$ cat src/rtl/axi_lite_to_tcdm.sv
// AXI-lite slave to TCDM master bridge, one transaction in flight at a time.
// Optional address window check (DECERR outside the window): define AXI2TCDM_RANGE_CHECK_EN.
package axi_lite_to_tcdm_pkg;

  typedef struct packed {
    logic [31:0] aw_addr;
    logic [2:0]  aw_prot;
    logic        aw_valid;
    logic [31:0] w_data;
    logic [3:0]  w_strb;
    logic        w_valid;
    logic        b_ready;
    logic [31:0] ar_addr;
    logic [2:0]  ar_prot;
    logic        ar_valid;
    logic        r_ready;
  } axi_lite_req_t;

  typedef struct packed {
    logic        aw_ready;
    logic        w_ready;
    logic [1:0]  b_resp;
    logic        b_valid;
    logic        ar_ready;
    logic [31:0] r_data;
    logic [1:0]  r_resp;
    logic        r_valid;
  } axi_lite_resp_t;

  typedef struct packed {
    logic        req;
    logic [31:0] add;
    logic        wen;
    logic [31:0] wdata;
    logic [3:0]  be;
  } tcdm_req_t;

  typedef struct packed {
    logic        gnt;
    logic        r_opc;
    logic [31:0] r_rdata;
    logic        r_valid;
  } tcdm_rsp_t;

endpackage

module axi_lite_to_tcdm
  import axi_lite_to_tcdm_pkg::*;
#(
  parameter logic [31:0] BASE_ADDR   = 32'h0000_0000,
  parameter logic [31:0] REGION_SIZE = 32'h0001_0000
) (
  input  logic           clk_i,
  input  logic           rst_ni,
  input  axi_lite_req_t  axi_req_i,
  output axi_lite_resp_t axi_rsp_o,
  output tcdm_req_t      tcdm_req_o,
  input  tcdm_rsp_t      tcdm_rsp_i
);

  typedef enum logic [2:0] {
    S_IDLE  = 3'd0,
    S_TREQ  = 3'd1,
    S_TWAIT = 3'd2,
    S_BRESP = 3'd3,
    S_RRESP = 3'd4
  } state_e;

  state_e      r_state;
  state_e      w_state_nxt;
  logic        w_wr_pend;
  logic        w_rd_pend;
  logic        w_pick_wr;
  logic        w_pick_rd;
  logic        w_in_range;
  logic [31:0] w_acc_addr;
  logic [31:0] w_off;
  logic        w_unused;

  logic        r_is_wr;
  logic        r_prio_rd;
  logic        r_wen;
  logic [31:0] r_add;
  logic [31:0] r_wdata;
  logic [31:0] r_rdata;
  logic [3:0]  r_be;
  logic [1:0]  r_resp;

  // Readies are gated by rst_ni so nothing is offered while reset is held.
  assign w_wr_pend  = rst_ni & axi_req_i.aw_valid & axi_req_i.w_valid;
  assign w_rd_pend  = rst_ni & axi_req_i.ar_valid;
  assign w_pick_wr  = (r_state == S_IDLE) & w_wr_pend & (~w_rd_pend | ~r_prio_rd);
  assign w_pick_rd  = (r_state == S_IDLE) & w_rd_pend & ~w_pick_wr;
  assign w_acc_addr = w_pick_wr ? axi_req_i.aw_addr : axi_req_i.ar_addr;
  assign w_off      = w_acc_addr - BASE_ADDR;
  assign w_unused   = ^{axi_req_i.aw_prot, axi_req_i.ar_prot, REGION_SIZE};

`ifdef AXI2TCDM_RANGE_CHECK_EN
  assign w_in_range = (w_off < REGION_SIZE);
`else
  assign w_in_range = 1'b1;
`endif

  // State register.
  always_ff @(posedge clk_i or negedge rst_ni) begin
    if (!rst_ni) begin
      r_state <= S_IDLE;
    end else begin
      r_state <= w_state_nxt;
    end
  end

  // Next-state decode.
  always_comb begin
    w_state_nxt = r_state;
    case (r_state)
      S_IDLE: begin
        if (w_pick_wr) begin
          w_state_nxt = w_in_range ? S_TREQ : S_BRESP;
        end else if (w_pick_rd) begin
          w_state_nxt = w_in_range ? S_TREQ : S_RRESP;
        end else begin
          w_state_nxt = S_IDLE;
        end
      end
      S_TREQ: begin
        if (tcdm_rsp_i.gnt) begin
          w_state_nxt = S_TWAIT;
        end else begin
          w_state_nxt = S_TREQ;
        end
      end
      S_TWAIT: begin
        if (tcdm_rsp_i.r_valid) begin
          w_state_nxt = r_is_wr ? S_BRESP : S_RRESP;
        end else begin
          w_state_nxt = S_TWAIT;
        end
      end
      S_BRESP: begin
        if (axi_req_i.b_ready) begin
          w_state_nxt = S_IDLE;
        end else begin
          w_state_nxt = S_BRESP;
        end
      end
      S_RRESP: begin
        if (axi_req_i.r_ready) begin
          w_state_nxt = S_IDLE;
        end else begin
          w_state_nxt = S_RRESP;
        end
      end
      default: w_state_nxt = S_IDLE;
    endcase
  end

  // Request capture at accept, response capture on the first r_valid in TWAIT.
  always_ff @(posedge clk_i or negedge rst_ni) begin
    if (!rst_ni) begin
      r_is_wr   <= 1'b0;
      r_prio_rd <= 1'b0;
      r_wen     <= 1'b1;
      r_add     <= 32'h0000_0000;
      r_wdata   <= 32'h0000_0000;
      r_be      <= 4'h0;
      r_resp    <= 2'b00;
      r_rdata   <= 32'h0000_0000;
    end else if (w_pick_wr | w_pick_rd) begin
      r_is_wr   <= w_pick_wr;
      r_prio_rd <= w_pick_wr;
      r_wen     <= ~w_pick_wr;
      r_add     <= w_off;
      r_wdata   <= w_pick_wr ? axi_req_i.w_data : 32'h0000_0000;
      r_be      <= w_pick_wr ? axi_req_i.w_strb : 4'hF;
      if (!w_in_range) begin
        r_resp  <= 2'b11;
        r_rdata <= 32'h0000_0000;
      end else begin
        r_resp  <= r_resp;
        r_rdata <= r_rdata;
      end
    end else if ((r_state == S_TWAIT) && tcdm_rsp_i.r_valid) begin
      r_resp <= tcdm_rsp_i.r_opc ? 2'b10 : 2'b00;
      if (!r_is_wr) begin
        r_rdata <= tcdm_rsp_i.r_rdata;
      end else begin
        r_rdata <= r_rdata;
      end
    end else begin
      r_resp  <= r_resp;
      r_rdata <= r_rdata;
    end
  end

  // Output assembly from registers and state decode.
  always_comb begin
    axi_rsp_o          = '0;
    axi_rsp_o.aw_ready = w_pick_wr;
    axi_rsp_o.w_ready  = w_pick_wr;
    axi_rsp_o.ar_ready = w_pick_rd;
    axi_rsp_o.b_valid  = (r_state == S_BRESP);
    axi_rsp_o.b_resp   = r_resp;
    axi_rsp_o.r_valid  = (r_state == S_RRESP);
    axi_rsp_o.r_resp   = r_resp;
    axi_rsp_o.r_data   = r_rdata;
    tcdm_req_o         = '0;
    tcdm_req_o.req     = (r_state == S_TREQ);
    tcdm_req_o.add     = r_add;
    tcdm_req_o.wen     = r_wen;
    tcdm_req_o.wdata   = r_wdata;
    tcdm_req_o.be      = r_be;
  end

endmodule

$ cat config.mk
export PLATFORM = sky130hd
export DESIGN_NAME = axi_lite_to_tcdm
export DESIGN_NICKNAME = d
export VERILOG_FILES = /design/src/rtl/axi_lite_to_tcdm.sv
export SDC_FILE = /design/constraint.sdc
export NUM_CORES = 1
export LEC_CHECK = 0
export BUFFER_PORTS_ARGS = -buffer_cell sky130_fd_sc_hd__buf_4
export CAP_MARGIN = 20
export CORE_UTILIZATION = 44
export DETAILED_ROUTE_END_ITERATION = 8
export GPL_ROUTABILITY_DRIVEN = 1
export PLACE_DENSITY = 0.92
export SETUP_SLACK_MARGIN = 0.15
export SLEW_MARGIN = 40
export SYNTH_ARGS = -nofsm -noshare
export SYNTH_HDL_FRONTEND = slang
export SYNTH_SLANG_ARGS = --single-unit
$ cat constraint.sdc
create_clock -name clk_i -period 2.55 [get_ports clk_i]
set_input_delay 0.51 -clock clk_i [delete_from_list [all_inputs] [get_ports clk_i]]
set_output_delay 0.51 -clock clk_i [all_outputs]
set_load 0.02 [all_outputs]
==> summary.md <==
The critical path is of the register to output pin type. The later pin in the worst-skew pair is clocked with a latency of 0.36 ns. Element type at the critical path end: an output pin. Summing internal, switching and leakage power gives 0.00807 W. Global routing used 22.5% of the available tracks. The run gives 36 as the floorplan row count. The most common cell after layout, fill and taps aside was sky130_fd_sc_hd__buf_4. The number of CTS-inserted buffers was 9; the sequential-to-total area share from yosys stat was 58.8%. The run gives 2 as the buffer depth of the longest clock path. Entering global routing, the biggest net connects 65 pins. The floorplan step set the die height to 103 um.

From synthesis to final layout, the design area changed by 47.4%. The tools report the number of top-level design ports as 259. The count of nets left with antenna violations once routing finished came out at 0. Across the VDD grid, the largest voltage drop is 797 uV. The power density relative to cell area was 1210 nW/um^2.

STA classifies the critical path startpoint as a register. In the routed design, unresolved DRC markers number 0. The number of buffers added on ports works out to 250. The path class of the tightest hold or removal check is input pin to async pin. The total overflow left after global routing is 0. The max-cap violation count was 0. After clock tree synthesis, the clock-pin slew on the worst setup and hold paths is 0.10 ns. The wire length per cell after detailed routing came out at 16.6 um. Between clock sinks in the finished design, the worst skew comes to 0.0114 ns.

The required time at the endpoint of the critical path was 2.04 ns; the initial core utilization was 45.8%. The netlist area before placement is 4520 sq um. The number of synthesized register bits was 106. Setup repair after global routing could not meet its margin everywhere. For the number of antenna violations at the first check in global routing, the log shows 0. The tightest hold path in the finished design has a slack of 0.105 ns. Root buffer cell: sky130_fd_sc_hd__clkbuf_8. The first routing iteration left 209 violations.

The tools report the headroom to the max-slew limit as 61.0%. Each instance of the synthesized netlist takes up on average 12.3 sq um. At the pin with the least slew margin, the transition time is 0.585 ns.

The via count of the first global-routing pass was 3758. Counting the fill cells in the layout gives 688. The standard cell area after detailed placement was 6410 sq um; the share of the core filled with cells was 67.5%. Data arrival time at the worst-slack endpoint: 1.80 ns.

The finished cells cover 6650 sq um. After layout, the minimum clock period comes to 2.31 ns. Sum of negative setup slack: 0 ns. The die covers 10700 sq um. The number of max-slew violations in the final report was 0. The routed via count divided by cell count was 5.05.

Yosys mapped the design onto 34 distinct sky130hd cell types. The library cells used most frequently in the layout, excluding fill and tap cells, are sky130_fd_sc_hd__buf_4, sky130_fd_sc_hd__dfrtp_1, sky130_fd_sc_hd__inv_1. The share of cells above drive strength 1 is 51.5%, and the number of diodes added for antenna fixing is 0. The number of hold violations in the final report came out at 0. TritonCTS built the clock tree. The final critical path takes up 90.7% of the cycle. At the end of routability-driven placement, the weighted congestion stood at 0.729. For the highest attainable clock frequency, the log shows 432 MHz. The flow ran to the end, and the final reports show no timing, DRC or antenna violations. The logs give 763 for the post-layout net count and 367 for the number of standard cells after synthesis. For the final wirelength, the log shows 12500 um.

The clock sink count was 106; the H-tree depth reported by CTS was 3. The logs give 9860 sq um for the placeable core area and 6 for the first-pass iteration count of the detailed router. The maximum fanout along the worst path was 8; the wire length of the first global-routing pass was 17900 um.

Detailed placement ended at an HPWL of 9360 um. The Yosys warning count was 0; the final setup violation count was 0. Measured along the x axis, the die boundary spans 103 um. The run gives 3797 as the via count. The leakage power summed over all cells was 3.66 nW.
==> routing by layer <==
metal,global-route usage [%],wire (um),up-vias
met2,41.8,6830,191
met5,0,0,-
met1,24.4,4500,1859
li1,-,-,1734
met4,6.83,170,0
met3,6.99,974,13
==> state kept, by name, summed over array words and instances, names as in the netlist <==
register / count
r_prio_rd: 1
r_state: 3
r_wdata: 32
r_be: 4
r_rdata: 32
r_resp: 1
r_wen: 1
r_add: 32
==> cell usage after synthesis <==
master                     number  area (sq um)
sky130_fd_sc_hd__a211oi_1       1          7.51
sky130_fd_sc_hd__a211oi_4       1          20.0
sky130_fd_sc_hd__a21oi_1        3          15.0
sky130_fd_sc_hd__a222oi_1      32           320
sky130_fd_sc_hd__a22o_1        32           280
sky130_fd_sc_hd__and2_1         1          6.26
sky130_fd_sc_hd__and3b_2        1          10.0
sky130_fd_sc_hd__and4b_2        1          11.3
sky130_fd_sc_hd__buf_2          7          35.0
sky130_fd_sc_hd__buf_4         12          90.1
sky130_fd_sc_hd__buf_6          9           101
sky130_fd_sc_hd__clkbuf_1       2          7.51
sky130_fd_sc_hd__conb_1         1          3.75
sky130_fd_sc_hd__dfrtp_1      105          2630
sky130_fd_sc_hd__dfstp_2        1          26.3
sky130_fd_sc_hd__inv_1         98           368
sky130_fd_sc_hd__inv_2          1          3.75
sky130_fd_sc_hd__mux2_1         4          45.0
sky130_fd_sc_hd__mux2_2        29           327
sky130_fd_sc_hd__mux2i_1        2          20.0
sky130_fd_sc_hd__nand2_1        4          15.0
sky130_fd_sc_hd__nand2b_1       1          6.26
sky130_fd_sc_hd__nand3_2        1          10.0
sky130_fd_sc_hd__nor2_1         1          3.75
sky130_fd_sc_hd__nor2b_1        1          6.26
sky130_fd_sc_hd__nor3_1         1          5.00
sky130_fd_sc_hd__nor3b_1        2          15.0
sky130_fd_sc_hd__nor4_4         1          21.3
sky130_fd_sc_hd__nor4b_4        1          23.8
sky130_fd_sc_hd__o21a_1         2          15.0
sky130_fd_sc_hd__o21ai_0        3          15.0
sky130_fd_sc_hd__o21ai_1        1          5.00
sky130_fd_sc_hd__o22a_1         4          35.0
sky130_fd_sc_hd__or4b_4         1          13.8
==> worst max-delay path, cell delays in order (launching register included) <==
cell and delay [ns]:
sky130_fd_sc_hd__dfrtp_2 0.48, sky130_fd_sc_hd__or4b_4 0.55, sky130_fd_sc_hd__a211oi_4 0.22, sky130_fd_sc_hd__buf_4 0.19
==> cells by family after synthesis <==
family          synth area share, %
simple gates                   3.27
compound gates                 15.8
flops                          58.8
mux                            8.67
buf+inv                        13.4
other cells                  0.0830
==> final cells by class <==
class                   count  area [sq um]  area share (%)
well taps                 133           166            2.50
clock inverters             4          53.8           0.809
flip-flops and latches    106          2660            39.9
multi-input cells         133          1270            19.1
repair buffers            266          2000            30.1
clock buffers              11           131            1.97
inverters                  99           372            5.58
==> final timing paths <==
check | from | end | slack (ns) | depth (start not counted)
max | r_state[0]$_DFF_PN0_ | axi_rsp_o[35] | 0.24 | 3
min | rst_ni | r_wen$_DFFE_PN1N_ | 0.11 | 1
max reg2reg | r_state[0]$_DFF_PN0_ | r_add[5]$_DFFE_PN0N_ | 0.60 | 4
min reg2reg | r_rdata[9]$_DFFE_PN0P_ | r_rdata[9]$_DFFE_PN0P_ | 0.49 | 1
max in group asynchronous | rst_ni | r_state[0]$_DFF_PN0_ | 1.34 | 3
min in group clk_i | axi_req_i[39] | r_be[0]$_DFFE_PN0N_ | 0.35 | 2
==> timing repair <==
action	in CTS	in global routing
pin swaps	1	0
setup buffers	3	3
resized for setup	2	0
setup endpoints to repair	3	1
hold buffers	1	0
hold endpoints to repair	1	0
==> report_power, final <==
group	leakage (nW)	total [W]	switching, W	internal [W]
clock	0.0856	0.00101	0.000554	0.000452
sequential	1.26	0.00303	0.000521	0.00251
combinational	2.31	0.00404	0.00211	0.00193
==> metrics by stage <==
stage | std cells | worst slack [ns]
floorplan | 368 | 0.417
CTS | 749 | 0.158
global route | 752 | 0.136
global placement | 730 | 0.470
detailed placement | 730 | 0.357
finish | 752 | 0.238
Power figures use the tool's default switching activity.
